**config.mk**
```make
export PLATFORM = sky130hd
export DESIGN_NAME = cam_chk_lru
export DESIGN_NICKNAME = d
export VERILOG_FILES = /design/src/rtl/cam_chk_pkg.sv /design/src/rtl/cam_chk_lru.sv
export SDC_FILE = /design/constraint.sdc
export NUM_CORES = 1
export LEC_CHECK = 0
export BUFFER_PORTS_ARGS = -buffer_cell sky130_fd_sc_hd__buf_2
export CAP_MARGIN = 20
export CELL_PAD_IN_SITES_DETAIL_PLACEMENT = 1
export CELL_PAD_IN_SITES_GLOBAL_PLACEMENT = 1
export CORE_ASPECT_RATIO = 0.9
export CORE_MARGIN = 4
export CORE_UTILIZATION = 30
export DETAILED_ROUTE_END_ITERATION = 6
export HOLD_SLACK_MARGIN = 0.15
export PLACE_DENSITY_LB_ADDON = 0.1
export SLEW_MARGIN = 20
export SYNTH_ARGS = -nofsm -noshare
export SYNTH_HDL_FRONTEND = slang
export SYNTH_SLANG_ARGS = --single-unit
```
**constraint.sdc**
```tcl
create_clock -name clk -period 6.6 [get_ports clk]
set_input_delay 0.33 -clock clk [delete_from_list [all_inputs] [get_ports clk]]
set_output_delay 0.33 -clock clk [all_outputs]
set_load 0.05 [all_outputs]
```
**src/rtl/cam_chk_pkg.sv**
```systemverilog
`default_nettype none
// +----------------------------------------------------------------------+
// | cam_chk_pkg: shared types for the CAM transaction checker. Rev 1.0    |
// +----------------------------------------------------------------------+
package cam_chk_pkg;

  localparam int DEF_KEY_W  = 16;
  localparam int DEF_DATA_W = 32;
  localparam int DEF_DEPTH  = 8;
  localparam int DEF_CNT_W  = 16;
  localparam int IDX_W      = $clog2(DEF_DEPTH);

  typedef enum logic [1:0] {
    TR_RESET   = 2'd0,
    TR_WRITE   = 2'd1,
    TR_READ    = 2'd2,
    TR_ILLEGAL = 2'd3
  } tr_type_e;

  typedef enum logic [1:0] {
    ERR_NONE          = 2'd0,
    ERR_READ_MISMATCH = 2'd1,
    ERR_FALSE_HIT     = 2'd2,
    ERR_ILLEGAL_TYPE  = 2'd3
  } err_kind_e;

  typedef struct packed {
    logic                  valid;
    logic [DEF_KEY_W-1:0]  key;
    logic [DEF_DATA_W-1:0] data;
  } entry_t;

  typedef struct packed {
    err_kind_e             kind;
    logic [DEF_KEY_W-1:0]  key;
    logic [DEF_DATA_W-1:0] exp_data;
    logic [DEF_DATA_W-1:0] dut_data;
    logic [DEF_CNT_W-1:0]  stamp;
  } err_rec_t;

endpackage
`default_nettype wire

```
**src/rtl/cam_chk_lru.sv**
```systemverilog
`default_nettype none
// +----------------------------------------------------------------------+
// | cam_chk_lru: true-LRU age counters; age DEPTH-1 marks the victim.     |
// | Rev 1.0                                                               |
// +----------------------------------------------------------------------+
module cam_chk_lru
  import cam_chk_pkg::*;
#(
  parameter  int DEPTH = 8,
  localparam int IDX_W = $clog2(DEPTH)
) (
  input  logic             clk,
  input  logic             rst_n,
  input  logic             touch,
  input  logic [IDX_W-1:0] touch_idx,
  input  logic             clear,
  output logic [IDX_W-1:0] lru_idx
);

  logic [IDX_W-1:0] age [DEPTH];

  always_ff @(posedge clk or negedge rst_n) begin
    if (!rst_n) begin
      for (int i = 0; i < DEPTH; i++) age[i] <= IDX_W'(i);
    end else if (clear) begin
      for (int i = 0; i < DEPTH; i++) age[i] <= IDX_W'(i);
    end else if (touch) begin
      // Ages stay a permutation of 0..DEPTH-1: only younger entries shift up.
      for (int i = 0; i < DEPTH; i++) begin
        if (IDX_W'(i) == touch_idx)
          age[i] <= '0;
        else if (age[i] < age[touch_idx])
          age[i] <= age[i] + IDX_W'(1);
      end
    end
  end

  always_comb begin
    lru_idx = '0;
    for (int i = 0; i < DEPTH; i++) begin
      if (age[i] == IDX_W'(DEPTH - 1)) lru_idx = IDX_W'(i);
    end
  end

endmodule
`default_nettype wire

```
==> impl_metrics.ini <==
[final_layout]
regMostFlops = age
nets = 269
final_cell_mix = 31 x ha_1, 22 x nor2_1, 18 x nand2_1, 17 x o21ai_0
reg.largest.list = age (24)
num-fill-cells = 823
syn_to_final_growth_pct = 7.97
insertedDiodeCount = 0
final_common_cell = ha_1
layout-drive-gt1-share = 0.174
largest_register_ffs = 24

[die]
start_util = 0.307
core-area_um2 = 7000
die_w_um = 97.3
io_pins = 10
rows = 29
chipHeight_um = 88.4
dieArea_um2 = 8590

[logic_synthesis]
ys_seq_elements = 24
synthDistinctLibCells = 51
syn_inst = 226
synth-async-reset-ratio = 1.00
synth.yosys.seq_area_share = 0.286
syn-num-nets = 264
yosysTopAreaCellShare = 0.180
synthTopCellsByArea = ha_1 18%, dfstp_2 15%, dfrtp_1 14%, mux4_2 4.2%, o21ai_0 4.0%
synthFlopType = dfstp_2
synth.avg_cell_area_um2 = 9.52
synth_edf_count = 0
syn_area_um2 = 2150
ys_warn_count = 0
yosys.area.top_type = ha_1

[clock_tree]
clockBufferDepth = 2
cts_made_buffers = 3
post_cts_resize_count = 0
postCtsSetupBuffers = 0
clk_latency_ns = 0.27
numClockSinks = 24
hold_buffers = 1
clkTransAtPathRegs_ns = 0.10
ctsRootBufferMaster = clkbuf_8
cts_tree = yes
htree_num_levels = 1

[placed_design]
place_ws_ns = 3.35
hpwl_mm = 4.34
gp_congestion = 0.775
numPortBuffers = 9

[sta]
slew_viol_final = 0
max_slew.worst_pin.slew_ns = 0.858
fin_crit_sh = 0.453
min_period_ns = 2.99
relSlewSlack = 0.411
hold_violations = 0
max_freq_mhz = 335
fin_setup_tns_ns = 0
setup_violations = 0
clock_skew_ns = 0.00237
rsz0062_at_grt = no
setup_ws_ns = 3.61

[pwr]
ir_drop_uv = 204
internal_power_uw = 538
switching_share = 0.478
pwr-share-seq = 0.295
p_leak_nw = 0.974
switching_power_uw = 492
p_per_area_nw_per_um2 = 443
p_clk_frac = 0.104
combPwrFrac = 0.601

[routing]
vias_per_cell = 5.39
ant_nets = 0
drt_pass1_iterations = 4
drt-met1-wl_mm = 2.99
met3_length_um = 164
num_vias = 1740
drt_iter0_markers = 40
highest_layer = met4
wl_per_cell_um = 17.8
wl_met2_mm = 2.56
drc_errors = 0
drt_wl_total_mm = 5.75

[worst_setup_path]
regToRegSetupSlack_ns = 3.61
ff2ff_path_depth = 8
crit_path_cell_trace = mux4_2 -> mux2i_1 -> ha_1 -> a211oi_1 -> a2bb2oi_1 -> a21bo_2 -> nor3_1 -> a21oi_1
cp.depth = 8
arrival_ns = 3.20
critPathLaunchType = flip-flop
r2r-start = age[23]
critical_path_class = reg2reg
slowest_delay_ns = 0.66
endpoint_kind = flip-flop
slowest_stage = mux2i_1
path_buf_inv = 0
worstPathMaxFanout = 8
cp.required_ns = 6.81
endpoint = age[13]
r2r-end = age[13]
startpoint = age[23]
cp_top_family = multiplexers

[global_route]
gr-usage-all-layers = 0.144
antenna_found_initial = 0
grt_pass1_vias = 1813
grt_pass1_wl_mm = 9.77
grt-ovfl-total = 0
grt_max_degree = 31

[hold_path]
holdPathStages = 3
hold_class = in2reg

[flow_run]
maxCapViolations = 0

[outcome]
status = finished, final reports clean
==> final cells by class <==
type / count / area (um2) / area share
timing repair buffer: 10 / 55.1 / 0.0237
clock buffer: 4 / 55.1 / 0.0237
multi-input combinational: 189 / 1470 / 0.633
inverter: 3 / 11.3 / 0.00485
sequential: 24 / 616 / 0.265
tap: 93 / 116 / 0.0501
==> worst min path at each step <==
stage / start / end / slack [ns]
6_report: touch / age[0] / 0.49
5_1_grt: touch / age[0] / 0.53
4_1_cts: touch / age[0] / 0.49
3_5_place_dp: rst_n / age[23] / 0.37
3_3_place_gp: rst_n / age[23] / 0.37
2_1_floorplan: rst_n / age[10] / 0.03
==> kinds of logic (layout without fill, tap and decap cells) <==
group | after synthesis | after routing | synth area share
multiplexers | 14 | 14 | 0.0895
adder cells (fa/ha/maj) | 31 | 31 | 0.180
flip-flops | 24 | 24 | 0.286
AO/OA/AOI/OAI | 60 | 60 | 0.219
buffers and inverters | 13 | 17 | 0.0308
AND/OR/NAND/NOR | 84 | 84 | 0.194
==> worst min-delay path, delay by kind of cell <==
kind | cells | cell delay, ns
buf+inv | 1 | 0.25
simple gates | 2 | 0.19
==> per-stage QoR <==
step           hold WS, ns  cells  instance area [um2]  power [mW]  utilization
2_1_floorplan       0.0344    226                 2150       0.780            -
3_3_place_gp         0.372    318                 2260       0.924        0.322
3_5_place_dp         0.373    318                 2260       0.932        0.322
4_1_cts              0.492    323                 2320        1.05        0.332
5_1_grt              0.533    323                 2320        1.14        0.332
6_report             0.489    323                 2320        1.03        0.332
==> power by group through the flow <==
stage / Combinational, mW / Sequential (mW) / Clock, mW
2_1_floorplan: 0.508 / 0.272 / 0
3_3_place_gp: 0.616 / 0.307 / 0
3_5_place_dp: 0.626 / 0.306 / 0
4_1_cts: 0.628 / 0.303 / 0.115
5_1_grt: 0.708 / 0.314 / 0.120
6_report: 0.619 / 0.303 / 0.107
==> metal layers <==
metal  GRT usage  up-vias
met2       0.236       17
met1       0.204      855
met4      0.0226        0
met3      0.0252        2
li1            -      866
met5           0        -
==> cells in the mapped netlist (all sizes together), types with 3 or more instances <==
cell    instances
or2             4
o41ai           3
ha             31
mux4            4
dfstp          12
nor2b           4
nand2          18
nand3           5
nor3            6
and3            3
buf             4
a21oi          12
a221o           4
nand4           3
o21ai          18
nor2           22
clkbuf          6
mux2i           8
nand2b          9
dfrtp          12
Note: power is estimated with default switching activity, not from simulation.
